==> config.mk <==
export PLATFORM = sky130hd
export DESIGN_NAME = popcount_cfu
export DESIGN_NICKNAME = d
export VERILOG_FILES = /design/src/rtl/cfu_pkg.sv /design/src/rtl/common_pkg.sv /design/src/rtl/popcount.sv /design/src/rtl/popcount_cfu.sv
export SDC_FILE = /design/constraint.sdc
export NUM_CORES = 1
export LEC_CHECK = 0
export BUFFER_PORTS_ARGS = -buffer_cell sky130_fd_sc_hd__buf_2
export CAP_MARGIN = 20
export CORE_MARGIN = 2
export CORE_UTILIZATION = 37
export DETAILED_ROUTE_END_ITERATION = 10
export GPL_TIMING_DRIVEN = 1
export PLACE_DENSITY_LB_ADDON = 0.3
export SYNTH_ARGS = -nofsm -noshare
export SYNTH_HDL_FRONTEND = slang
export SYNTH_SLANG_ARGS = --single-unit
==> constraint.sdc <==
create_clock -name vclk -period 7.4
set_input_delay 1.48 -clock vclk [all_inputs]
set_output_delay 1.48 -clock vclk [all_outputs]
set_load 0.02 [all_outputs]
==> src/rtl/cfu_pkg.sv <==
// CFU-LI shared definitions: status encoding and parameter legality check.
package cfu_pkg;

  localparam int CFU_STATUS_W = 3;

  typedef enum logic [CFU_STATUS_W-1:0] {
    CFU_OK = 3'd0
  } cfu_status_e;

  // True when the data width and response latency are ones this CFU supports.
  function automatic bit cfu_params_legal(input int data_w, input int latency);
    return ((data_w == 32) || (data_w == 64)) && (latency >= 0) && (latency <= 2);
  endfunction

endpackage

==> src/rtl/common_pkg.sv <==
// Small helpers shared across blocks of this codebase.
package common_pkg;

  // Larger of two integers; widens zero-width id ports to a single bit.
  function automatic int max_int(input int a, input int b);
    return (a > b) ? a : b;
  endfunction

endpackage

==> src/rtl/popcount.sv <==
// Combinational population count built as a recursive binary adder tree.
module popcount #(
  parameter int W = 8
) (
  input  logic [W-1:0]       data,
  output logic [$clog2(W):0] count
);

  localparam int CW = $clog2(W) + 1;

  if (W == 1) begin : g_leaf
    assign count = data;
  end else begin : g_split
    localparam int LW = W / 2;
    localparam int HW = W - LW;

    logic [$clog2(LW):0] lo_cnt;
    logic [$clog2(HW):0] hi_cnt;

    popcount #(.W(LW)) u_lo (.data(data[LW-1:0]), .count(lo_cnt));
    popcount #(.W(HW)) u_hi (.data(data[W-1:LW]), .count(hi_cnt));

    assign count = CW'(lo_cnt) + CW'(hi_cnt);
  end

endmodule

==> src/rtl/popcount_cfu.sv <==
// CFU-LI custom function unit returning the popcount of operand 0, with
// a selectable response latency of 0, 1 or 2 enabled cycles.
module popcount_cfu
  import cfu_pkg::*;
  import common_pkg::*;
#(
  parameter int CFU_LI_VERSION = 'h01000,
  parameter int CFU_N_CFUS     = 1,
  parameter int CFU_CFU_ID_W   = 0,
  parameter int CFU_FUNC_ID_W  = 0,
  parameter int CFU_DATA_W     = 32,
  parameter int CFU_LATENCY    = 0
) (
  input  logic                                clk,
  input  logic                                rst,
  input  logic                                clk_en,
  input  logic                                req_valid,
  input  logic [max_int(CFU_CFU_ID_W,1)-1:0]  req_cfu,
  input  logic [max_int(CFU_FUNC_ID_W,1)-1:0] req_func,
  input  logic [CFU_DATA_W-1:0]               req_data0,
  input  logic [CFU_DATA_W-1:0]               req_data1,
  output logic                                resp_valid,
  output logic [CFU_STATUS_W-1:0]             resp_status,
  output logic [CFU_DATA_W-1:0]               resp_data
);

  localparam int DW = CFU_DATA_W;
  localparam int CW = $clog2(DW) + 1;
  localparam int NB = DW / 8;

  // Only one function exists, so the id and second operand never matter.
  logic unused_ok;
  assign unused_ok = ^{clk, rst, clk_en, req_cfu, req_func, req_data1,
                       CFU_LI_VERSION[0], CFU_N_CFUS[0]};

  assign resp_status = CFU_OK;

  if (!cfu_params_legal(CFU_DATA_W, CFU_LATENCY)) begin : g_bad_params
    $error("popcount_cfu: CFU_DATA_W must be 32 or 64 and CFU_LATENCY 0..2");
  end

  if (CFU_LATENCY == 0) begin : g_lat0
    logic [CW-1:0] word_cnt;

    popcount #(.W(DW)) u_word (.data(req_data0), .count(word_cnt));

    assign resp_valid = req_valid;
    assign resp_data  = DW'(word_cnt);

  end else if (CFU_LATENCY == 1) begin : g_lat1
    logic [CW-1:0] word_cnt;
    logic          v_q;
    logic [DW-1:0] d_q;

    popcount #(.W(DW)) u_word (.data(req_data0), .count(word_cnt));

    // Single result register; reset wins over clk_en, otherwise hold when disabled.
    always_ff @(posedge clk) begin
      // NOTE: sequential state uses non-blocking assignments so every register
      // samples pre-edge values regardless of statement order.
      if (rst) begin
        v_q <= 1'b0;
        // NOTE: data registers are reset too (not just valid) so resp_data is
        // never X after reset, even though it is don't-care while invalid.
        d_q <= '0;
      end else if (clk_en) begin
        v_q <= req_valid;
        d_q <= DW'(word_cnt);
      end
    end

    assign resp_valid = v_q;
    assign resp_data  = d_q;

  end else begin : g_lat2
    logic [3:0]    byte_cnt [NB];
    logic [3:0]    s1_cnt   [NB];
    logic          s1_v;
    logic [CW-1:0] word_sum;
    logic          s2_v;
    logic [DW-1:0] s2_d;

    for (genvar b = 0; b < NB; b++) begin : g_byte
      popcount #(.W(8)) u_byte (.data(req_data0[8*b +: 8]), .count(byte_cnt[b]));
    end

    // Stage 1: capture per-byte partial counts.
    always_ff @(posedge clk) begin
      if (rst) begin
        s1_v <= 1'b0;
        for (int b = 0; b < NB; b++) s1_cnt[b] <= '0;
      end else if (clk_en) begin
        s1_v <= req_valid;
        for (int b = 0; b < NB; b++) s1_cnt[b] <= byte_cnt[b];
      end
    end

    // Stage 2 combinational sum of the byte partials.
    always_comb begin
      // NOTE: default assignment first so no path leaves word_sum unassigned
      // (which would infer a latch).
      word_sum = '0;
      for (int b = 0; b < NB; b++) word_sum = word_sum + CW'(s1_cnt[b]);
    end

    // Stage 2: register the final word count.
    always_ff @(posedge clk) begin
      if (rst) begin
        s2_v <= 1'b0;
        s2_d <= '0;
      end else if (clk_en) begin
        s2_v <= s1_v;
        s2_d <= DW'(word_sum);
      end
    end

    assign resp_valid = s2_v;
    assign resp_data  = s2_d;
  end

endmodule

==> results of run 1 <==
==> metal layers <==
metal	GRT usage, %	vias to the layer above
li1	-	309
met1	11.0	314
met2	18.7	39
met3	1.17	0
met4	0	0
met5	0	-
==> kinds of logic after synthesis <==
group	after synthesis
buffers and inverters	60
XOR/XNOR	3
adder cells (fa/ha/maj)	31
AND/OR/NAND/NOR	5
AO/OA/AOI/OAI	4
other	1
==> placed cells by master (no fill, tap or decap) <==
cell type,count
fa_2,1
fa_1,23
inv_2,4
nor2_1,2
nand2_1,2
a21o_1,1
buf_2,34
ha_1,6
o21ai_0,1
buf_6,1
conb_1,29
buf_4,5
ha_2,1
a21oi_2,2
nand2b_4,1
xor2_1,1
xnor2_1,2
inv_1,26
==> worst max-delay path, cell delays in order <==
cell and delay (ns):
buf_6 0.07, inv_2 0.03, fa_1 0.54, inv_2 0.04, fa_1 0.49, fa_1 0.56
fa_1 0.44, fa_1 0.49, inv_1 0.05, fa_1 0.42, inv_1 0.07, ha_2 0.18
inv_2 0.04, fa_2 0.34, nand2b_4 0.15, a21oi_2 0.14, xor2_1 0.16, buf_4 0.16
==> layout make-up <==
type | instances | share of cell area [%]
Tap cell | 30 | 3.30
Inverter | 30 | 9.91
Multi-Input combinational cell | 72 | 67.5
Timing Repair Buffer | 40 | 19.3
==> metrics by stage <==
stage               utilization [%]  hold WS (ns)  setup slack [ns]  area, um^2
floorplan                         -          3.07             0.128        1090
global placement               44.2          2.96           -0.0286        1110
detailed placement             44.2          2.96            -0.105        1110
CTS                            45.2          2.96           -0.0413        1130
global route                   45.4          2.96            -0.168        1140
finish                         45.4          2.96            0.0766        1140
==> worst paths after layout <==
kind | from | end
min | req_valid | resp_valid
max | req_data0[0] | resp_data[4]
==> repair_timing <==
| action | 4_1_cts | 5_1_grt |
|---|---|---|
| hold endpoints to repair | 0 | 0 |
| setup endpoints to repair | 1 | 4 |
| resized for setup | 9 | 3 |
| pin swaps | 5 | 5 |
==> flow_summary_export.csv, run 1 <==
group,metric,value,unit
sta,setup_viol,0,
synth,synth_top_area_share,48.9,%
synth,synth_top_family_by_area,"adder cells",
placement,dp_cells,172,
critical_path,worst_setup_path_start_kind,"input pin",
sta,rsz0062_at_grt,"true",
floorplan,core.rowCount,18,
drt,firstDrtPassIters,3,
synth,ys_seq_area_share,0,%
layout,seq_area,0,um^2
layout,drive_gt1_share,34.5,%
synth,syn_avg_cell_area,9.46,um^2
global_route,grt_max_degree,4,
synth,synth_top_area_cell,"fa_1",
min_path,holdCritPathClass,"in2out",
layout,area_growth_syn_to_layout,15.5,%
drt,top_layer_used,"met3",
drt,wl_met1,454,um
layout,nClkBuffers,0,
layout,fin_cells,172,
drt,drt_iter0_drc,9,
flow_run,maxCapViolations,0,
synth,synth_mux_area_share,0,%
layout,numSequentialCells,0,
drt,dr_wl_met2,770,um
min_path,hold_depth,0,
clock_network,holdBufCountCts,0,
placement,gp_congestion,0.715,
global_route,grt_overflow,0,
drt,wirelength,1360,um
drt,wl_per_cell,7.91,um
critical_path,cp.required,5.92,ns
global_route,grt_first_pass_wirelength,2480,um
global_route,grt_use_total,9.31,%
status,status,"completed",
global_route,antenna_found_initial,0,
drt,vias,662,
floorplan,core-area,2500,um^2
synth,synth.distinct_cells,14,
floorplan,boundaryPins,106,
sta,fin_crit_sh,99.0,%
sta,slew_violations,0,
placement,placement.io_buffers,38,
floorplan,start_util,39.3,%
synth,yosys.area_share.simple,2.16,%
sta,fin_setup_tns,0,ns
synth,synth-compound-area-share,2.67,%
drt,viasPerCell,3.85,
critical_path,path_class,"in2out",
synth,synthTopCellsByArea,"fa_1 49%, buf_4 23%, inv_1 11%, ha_1 8.9%, xnor2_1 1.8%",
sta,hold_viol,0,
synth,synthAdderAreaFrac,57.8,%
synth,synth_common_cells,"30 x buf_4, 30 x inv_1, 24 x fa_1",
floorplan,fp.dieW,55.6,um
layout,multi_input_area,767,um^2
floorplan,die_h,55.6,um
synth,ys_warn_count,0,
synth,synth_xor_xnor_area_share,2.67,%
sta,max_clock_freq,137,MHz
global_route,grt_pass1_vias,655,
critical_path,cp_data_arrival_time,5.84,ns
critical_path,end_kind,"output pin",
floorplan,die_area,3090,um^2
layout,final.fill_count,267,
clock_network,post_cts_buffers,0,
drt,antenna_left,0,
synth,synth_area,983,um^2
placement,dp_hpwl,1410,um
layout,nets,245,
drt,met3_length,135,um
critical_path,cp_max_fo,2,
drt,drc,0,
layout,antenna_cells,0,
sta,period_minus_slack,7.32,ns
synth,syn_inst,104,
Power of run 1 is left out: the tool's default activity adds up to more than one toggle a clock period on the data nets, which glitch-free logic cannot reach.
==> inputs of run 2 (changes only) <==
--- a/config.mk
+++ b/config.mk
@@ -8,10 +8,11 @@
 export BUFFER_PORTS_ARGS = -buffer_cell sky130_fd_sc_hd__buf_2
 export CAP_MARGIN = 20
 export CORE_MARGIN = 2
-export CORE_UTILIZATION = 37
+export CORE_UTILIZATION = 47
 export DETAILED_ROUTE_END_ITERATION = 10
 export GPL_TIMING_DRIVEN = 1
 export PLACE_DENSITY_LB_ADDON = 0.3
 export SYNTH_ARGS = -nofsm -noshare
 export SYNTH_HDL_FRONTEND = slang
+export SYNTH_HIERARCHICAL = 1
 export SYNTH_SLANG_ARGS = --single-unit
==> run 2 against run 1 <==
Maximum frequency grew 13%. Critical endpoint unchanged. Critical path depth is 1 lower. Worst setup slack better by 0.84 ns. First-iteration DRC count fell by 44%. Worst hold slack about the same. Core utilization down 0.19 points. Global-route usage grew 0.16 points. Flip-flop and latch count is the same.
==> flow_summary_export.csv, run 2 <==
group,metric,value,unit
status,status,"completed",
clock_network,cts_resized,0,
power_and_ir_drop,switchingPower,0.000490,W
synth,synth.distinct_cells,19,
power_and_ir_drop,power_frac_comb,100.0,%
flow_run,maxCapViolations,0,
critical_path,end_kind,"output pin",
critical_path,worst_setup_path_start_kind,"input pin",
synth,synth_area,1890,um^2
synth,ys_warn_count,6,
layout,stdcell_area,1780,um^2
synth,synthTopCellsByArea,"ha_1 32%, buf_4 25%, fa_1 16%, inv_1 13%, xnor2_1 4.6%",
power_and_ir_drop,p_int,0.000344,W
layout,multi_input_area,1290,um^2
global_route,globalRoute.busiestLayer,"met2",
critical_path,cp_max_fo,2,
layout,postLayoutCoreUtil,45.3,%
clock_network,holdBufCountCts,0,
layout,final_cell_mix,"64 x inv_1, 49 x ha_1, 38 x buf_2, 29 x conb_1, 15 x fa_1",
floorplan,core.rowCount,23,
floorplan,die_area,4550,um^2
sta,setup_viol,0,
clock_network,post_cts_buffers,0,
sta,hold_viol,0,
placement,dp_hpwl,2020,um
power_and_ir_drop,irDropWorstVdd,0.000782,V
global_route,grt_pass1_vias,915,
power_and_ir_drop,sw_frac_of_total,58.7,%
drt,firstDrtPassIters,2,
placement,gp_congestion,0.717,
min_path,holdCritPathClass,"in2out",
layout,nClkBuffers,0,
drt,wl_per_cell,6.97,um
global_route,grt_max_degree,5,
synth,syn_inst,232,
floorplan,fp.dieW,67.4,um
layout,drive_gt1_share,17.4,%
drt,antenna_left,0,
power_and_ir_drop,power_density,467,nW/um^2
critical_path,cp_data_arrival_time,5.01,ns
placement,dp_cells,286,
global_route,grt_overflow,0,
global_route,grt_first_pass_wirelength,3530,um
placement,placement.io_buffers,38,
global_route,met2_usage,15.7,%
critical_path,path_class,"in2out",
floorplan,die_h,67.4,um
sta,max_clock_freq,154,MHz
layout,seq_area,0,um^2
layout,fin_cells,286,
global_route,use_met1,14.7,%
drt,vias,1147,
placement,placed_area,1780,um^2
sta,fin_crit_sh,87.7,%
synth,ys_seq_area_share,0,%
drt,viasPerCell,4.01,
power_and_ir_drop,pwr-share-seq,0,%
global_route,antenna_found_initial,0,
floorplan,start_util,48.0,%
drt,wirelength,1990,um
synth,synth_top_area_share,32.4,%
layout,final_common_cell,"inv_1",
floorplan,core-area,3940,um^2
sta,slew_violations,0,
layout,numSequentialCells,0,
layout,nets,372,
layout,area_growth_syn_to_layout,-5.69,%
sta,fin_setup_tns,0,ns
synth,synth_top_area_cell,"ha_1",
layout,antenna_cells,0,
synth,synth_common_cells,"64 x inv_1, 62 x buf_4, 49 x ha_1",
drt,drt_iter0_drc,5,
synth,syn_avg_cell_area,8.15,um^2
global_route,grtUsageMet3,0,%
global_route,grt_use_total,9.47,%
critical_path,cp.required,5.92,ns
sta,fin_hold_ws,2.96,ns
power_and_ir_drop,p_leak,1.14,nW
synth,synth_most_common_cell,"inv_1",
sta,rsz0062_at_grt,"false",
layout,final.fill_count,420,
power_and_ir_drop,clockPowerShare,0,%
drt,drc,0,
floorplan,boundaryPins,106,
sta,period_minus_slack,6.49,ns
==> run 2: changes by cell type in the layout (fill, tap and decap cells not counted), moves of 4 or more <==
cell / change
nand3_1: +4
ha_1: +43
inv_2: -4
buf_2: +4
inv_1: +38
xnor2_1: +8
buf_4: -5
fa_1: -8
a21oi_1: +6
==> run 2: cells by family (layout without fill, tap and decap cells) <==
kind of cell	after synthesis	after routing	share of synthesized area, %
XOR/XNOR	11	11	5.09
buffers and inverters	126	102	37.3
AO/OA/AOI/OAI	16	16	5.56
AND/OR/NAND/NOR	14	14	3.57
adder cells (fa/ha/maj)	64	64	48.3
other	1	29	0.198
==> run 2: final timing paths <==
| kind | startpoint | endpoint | slack, ns | cells after the start |
|---|---|---|---|---|
| min | req_valid | resp_valid | 2.96 | 0 |
| max | req_data0[0] | resp_data[4] | 0.91 | 17 |
==> run 2: stage by stage <==
step                total power [W]  worst slack (ns)
global placement           0.000841             0.896
detailed placement         0.000845             0.900
finish                     0.000834             0.912
CTS                        0.000851             0.891
global route               0.000952             0.694
floorplan                  0.000682              1.09
==> run 2: area by class of cell <==
type / count / area share [%]
inverters: 64 / 13.5
well taps: 50 / 3.51
repair buffers: 38 / 10.7
multi-input cells: 134 / 72.4
==> run 2: power by group through the flow <==
stage          sequential (W)  combinational (W)  clock, W
2_1_floorplan               0           0.000682         0
3_3_place_gp                0           0.000841         0
3_5_place_dp                0           0.000845         0
4_1_cts                     0           0.000851         0
5_1_grt                     0           0.000952         0
6_report                    0           0.000834         0
==> run 2: worst max-delay path: stages <==
cell     delay (ns)
buf_2          0.10
ha_1           0.28
ha_1           0.19
inv_1          0.06
fa_1           0.40
inv_1          0.09
inv_1          0.06
fa_1           0.46
inv_1          0.10
inv_1          0.06
fa_1           0.53
inv_1          0.06
fa_1           0.46
a21o_1         0.19
a21oi_1        0.16
xnor2_1        0.14
buf_2          0.19
==> run 2: metal layers <==
layer  part of all wire, %  vias up
li1                      -      619
met1                    50      496
met2                    45       32
met3                   4.9        0
met4                     0        0
met5                     0        -
Power figures use the tool's default switching activity.
==> inputs of run 3 (changes only) <==
--- a/config.mk
+++ b/config.mk
@@ -11,7 +11,7 @@
 export CORE_UTILIZATION = 47
 export DETAILED_ROUTE_END_ITERATION = 10
 export GPL_TIMING_DRIVEN = 1
-export PLACE_DENSITY_LB_ADDON = 0.3
+export PLACE_DENSITY = 0.84
 export SYNTH_ARGS = -nofsm -noshare
 export SYNTH_HDL_FRONTEND = slang
 export SYNTH_HIERARCHICAL = 1
==> run 3 against run 2 <==
Wire length rose by 7.8%. Sequential share of layout area stayed put. Flip-flop and latch count is the same. First-iteration DRC count increased to 3.2 times the previous value. Critical path depth unchanged. Die area stayed put. Global-route usage about the same. Via count grew 3.7%. Non-clock buffer count is the same. Core utilization is the same. Largest cell class unchanged.
==> flow_summary_export.csv, run 3 (synthesis results as in run 2) <==
group,metric,value,unit
status,status,"completed",
drt,drc,0,
power_and_ir_drop,irDropWorstVdd,0.000359,V
clock_network,post_cts_buffers,0,
layout,nClkBuffers,0,
global_route,grt_overflow,0,
layout,final.fill_count,397,
layout,area_growth_syn_to_layout,-5.69,%
critical_path,cp_max_fo,2,
sta,period_minus_slack,6.51,ns
floorplan,boundaryPins,106,
floorplan,fp.dieW,67.4,um
global_route,grt_first_pass_wirelength,3580,um
drt,drt_iter0_drc,16,
floorplan,core-area,3940,um^2
placement,gp_congestion,0.793,
drt,firstDrtPassIters,3,
drt,wirelength,2150,um
floorplan,start_util,48.0,%
critical_path,cp.required,5.92,ns
sta,fin_hold_ws,2.96,ns
sta,max_clock_freq,154,MHz
placement,dp_hpwl,2220,um
global_route,grt_use_total,9.46,%
critical_path,cp_data_arrival_time,5.03,ns
drt,wl_per_cell,7.51,um
layout,final_cell_mix,"64 x inv_1, 49 x ha_1, 38 x buf_2, 29 x conb_1, 15 x fa_1",
critical_path,path_class,"in2out",
sta,hold_viol,0,
clock_network,cts_resized,0,
global_route,antenna_found_initial,0,
sta,fin_setup_tns,0,ns
floorplan,die_area,4550,um^2
sta,setup_viol,0,
floorplan,core.rowCount,23,
critical_path,worst_setup_path_start_kind,"input pin",
layout,drive_gt1_share,17.4,%
global_route,grt_pass1_vias,1030,
floorplan,die_h,67.4,um
layout,final_common_cell,"inv_1",
sta,rsz0062_at_grt,"false",
sta,slew_violations,0,
layout,antenna_cells,0,
min_path,holdCritPathClass,"in2out",
drt,viasPerCell,4.16,
global_route,grt_max_degree,5,
clock_network,holdBufCountCts,0,
flow_run,maxCapViolations,0,
power_and_ir_drop,p_leak,1.14,nW
power_and_ir_drop,power_density,467,nW/um^2
layout,numSequentialCells,0,
layout,nets,372,
critical_path,end_kind,"output pin",
layout,seq_area,0,um^2
placement,placement.io_buffers,38,
sta,fin_crit_sh,88.0,%
drt,vias,1189,
drt,antenna_left,0,
layout,multi_input_area,1290,um^2
run 3: layout make-up:
| type | count | share of cell area [%] |
|---|---|---|
| Inverter | 64 | 13.5 |
| Multi-Input combinational cell | 134 | 72.4 |
| Timing Repair Buffer | 38 | 10.7 |
| Tap cell | 50 | 3.51 |
run 3: worst max-delay path, stage by stage:
cell	delay, ns
buf_2	0.10
ha_1	0.29
ha_1	0.19
inv_1	0.07
fa_1	0.41
inv_1	0.08
inv_1	0.06
fa_1	0.47
inv_1	0.09
inv_1	0.06
fa_1	0.53
inv_1	0.07
fa_1	0.43
a21o_1	0.19
a21oi_1	0.17
xnor2_1	0.15
buf_2	0.20
run 3: through the flow:
stage / util, % / instance area [um^2] / worst slack (ns) / power, W / cells
6_report: 45.3 / 1780 / 0.891 / 0.000833 / 286
5_1_grt: 45.3 / 1780 / 0.664 / 0.000942 / 286
4_1_cts: 45.3 / 1780 / 0.880 / 0.000850 / 286
3_5_place_dp: 45.3 / 1780 / 0.883 / 0.000847 / 286
3_3_place_gp: 45.3 / 1780 / 0.948 / 0.000824 / 286
2_1_floorplan: - / 2000 / 1.09 / 0.000682 / 260
run 3: power breakdown:
group | switching [W] | leakage (nW) | internal, W
Clock | 0 | 0 | 0
Combinational | 0.000492 | 1.14 | 0.000341
Sequential | 0 | 0 | 0
Total | 0.000492 | 1.14 | 0.000341
run 3: metal layers:
layer  GRT usage [%]  part of all wire (%)  up-vias
li1                -                     -      622
met1            11.3                    42      534
met2            19.2                    51       33
met3           0.833                   6.5        0
met4               0                     0        0
met5               0                     0        -
run 3: path summary, 6_finish.rpt:
path / start / endpoint / depth (start not counted)
min: req_valid / resp_valid / 0
max: req_data0[16] / resp_data[4] / 17
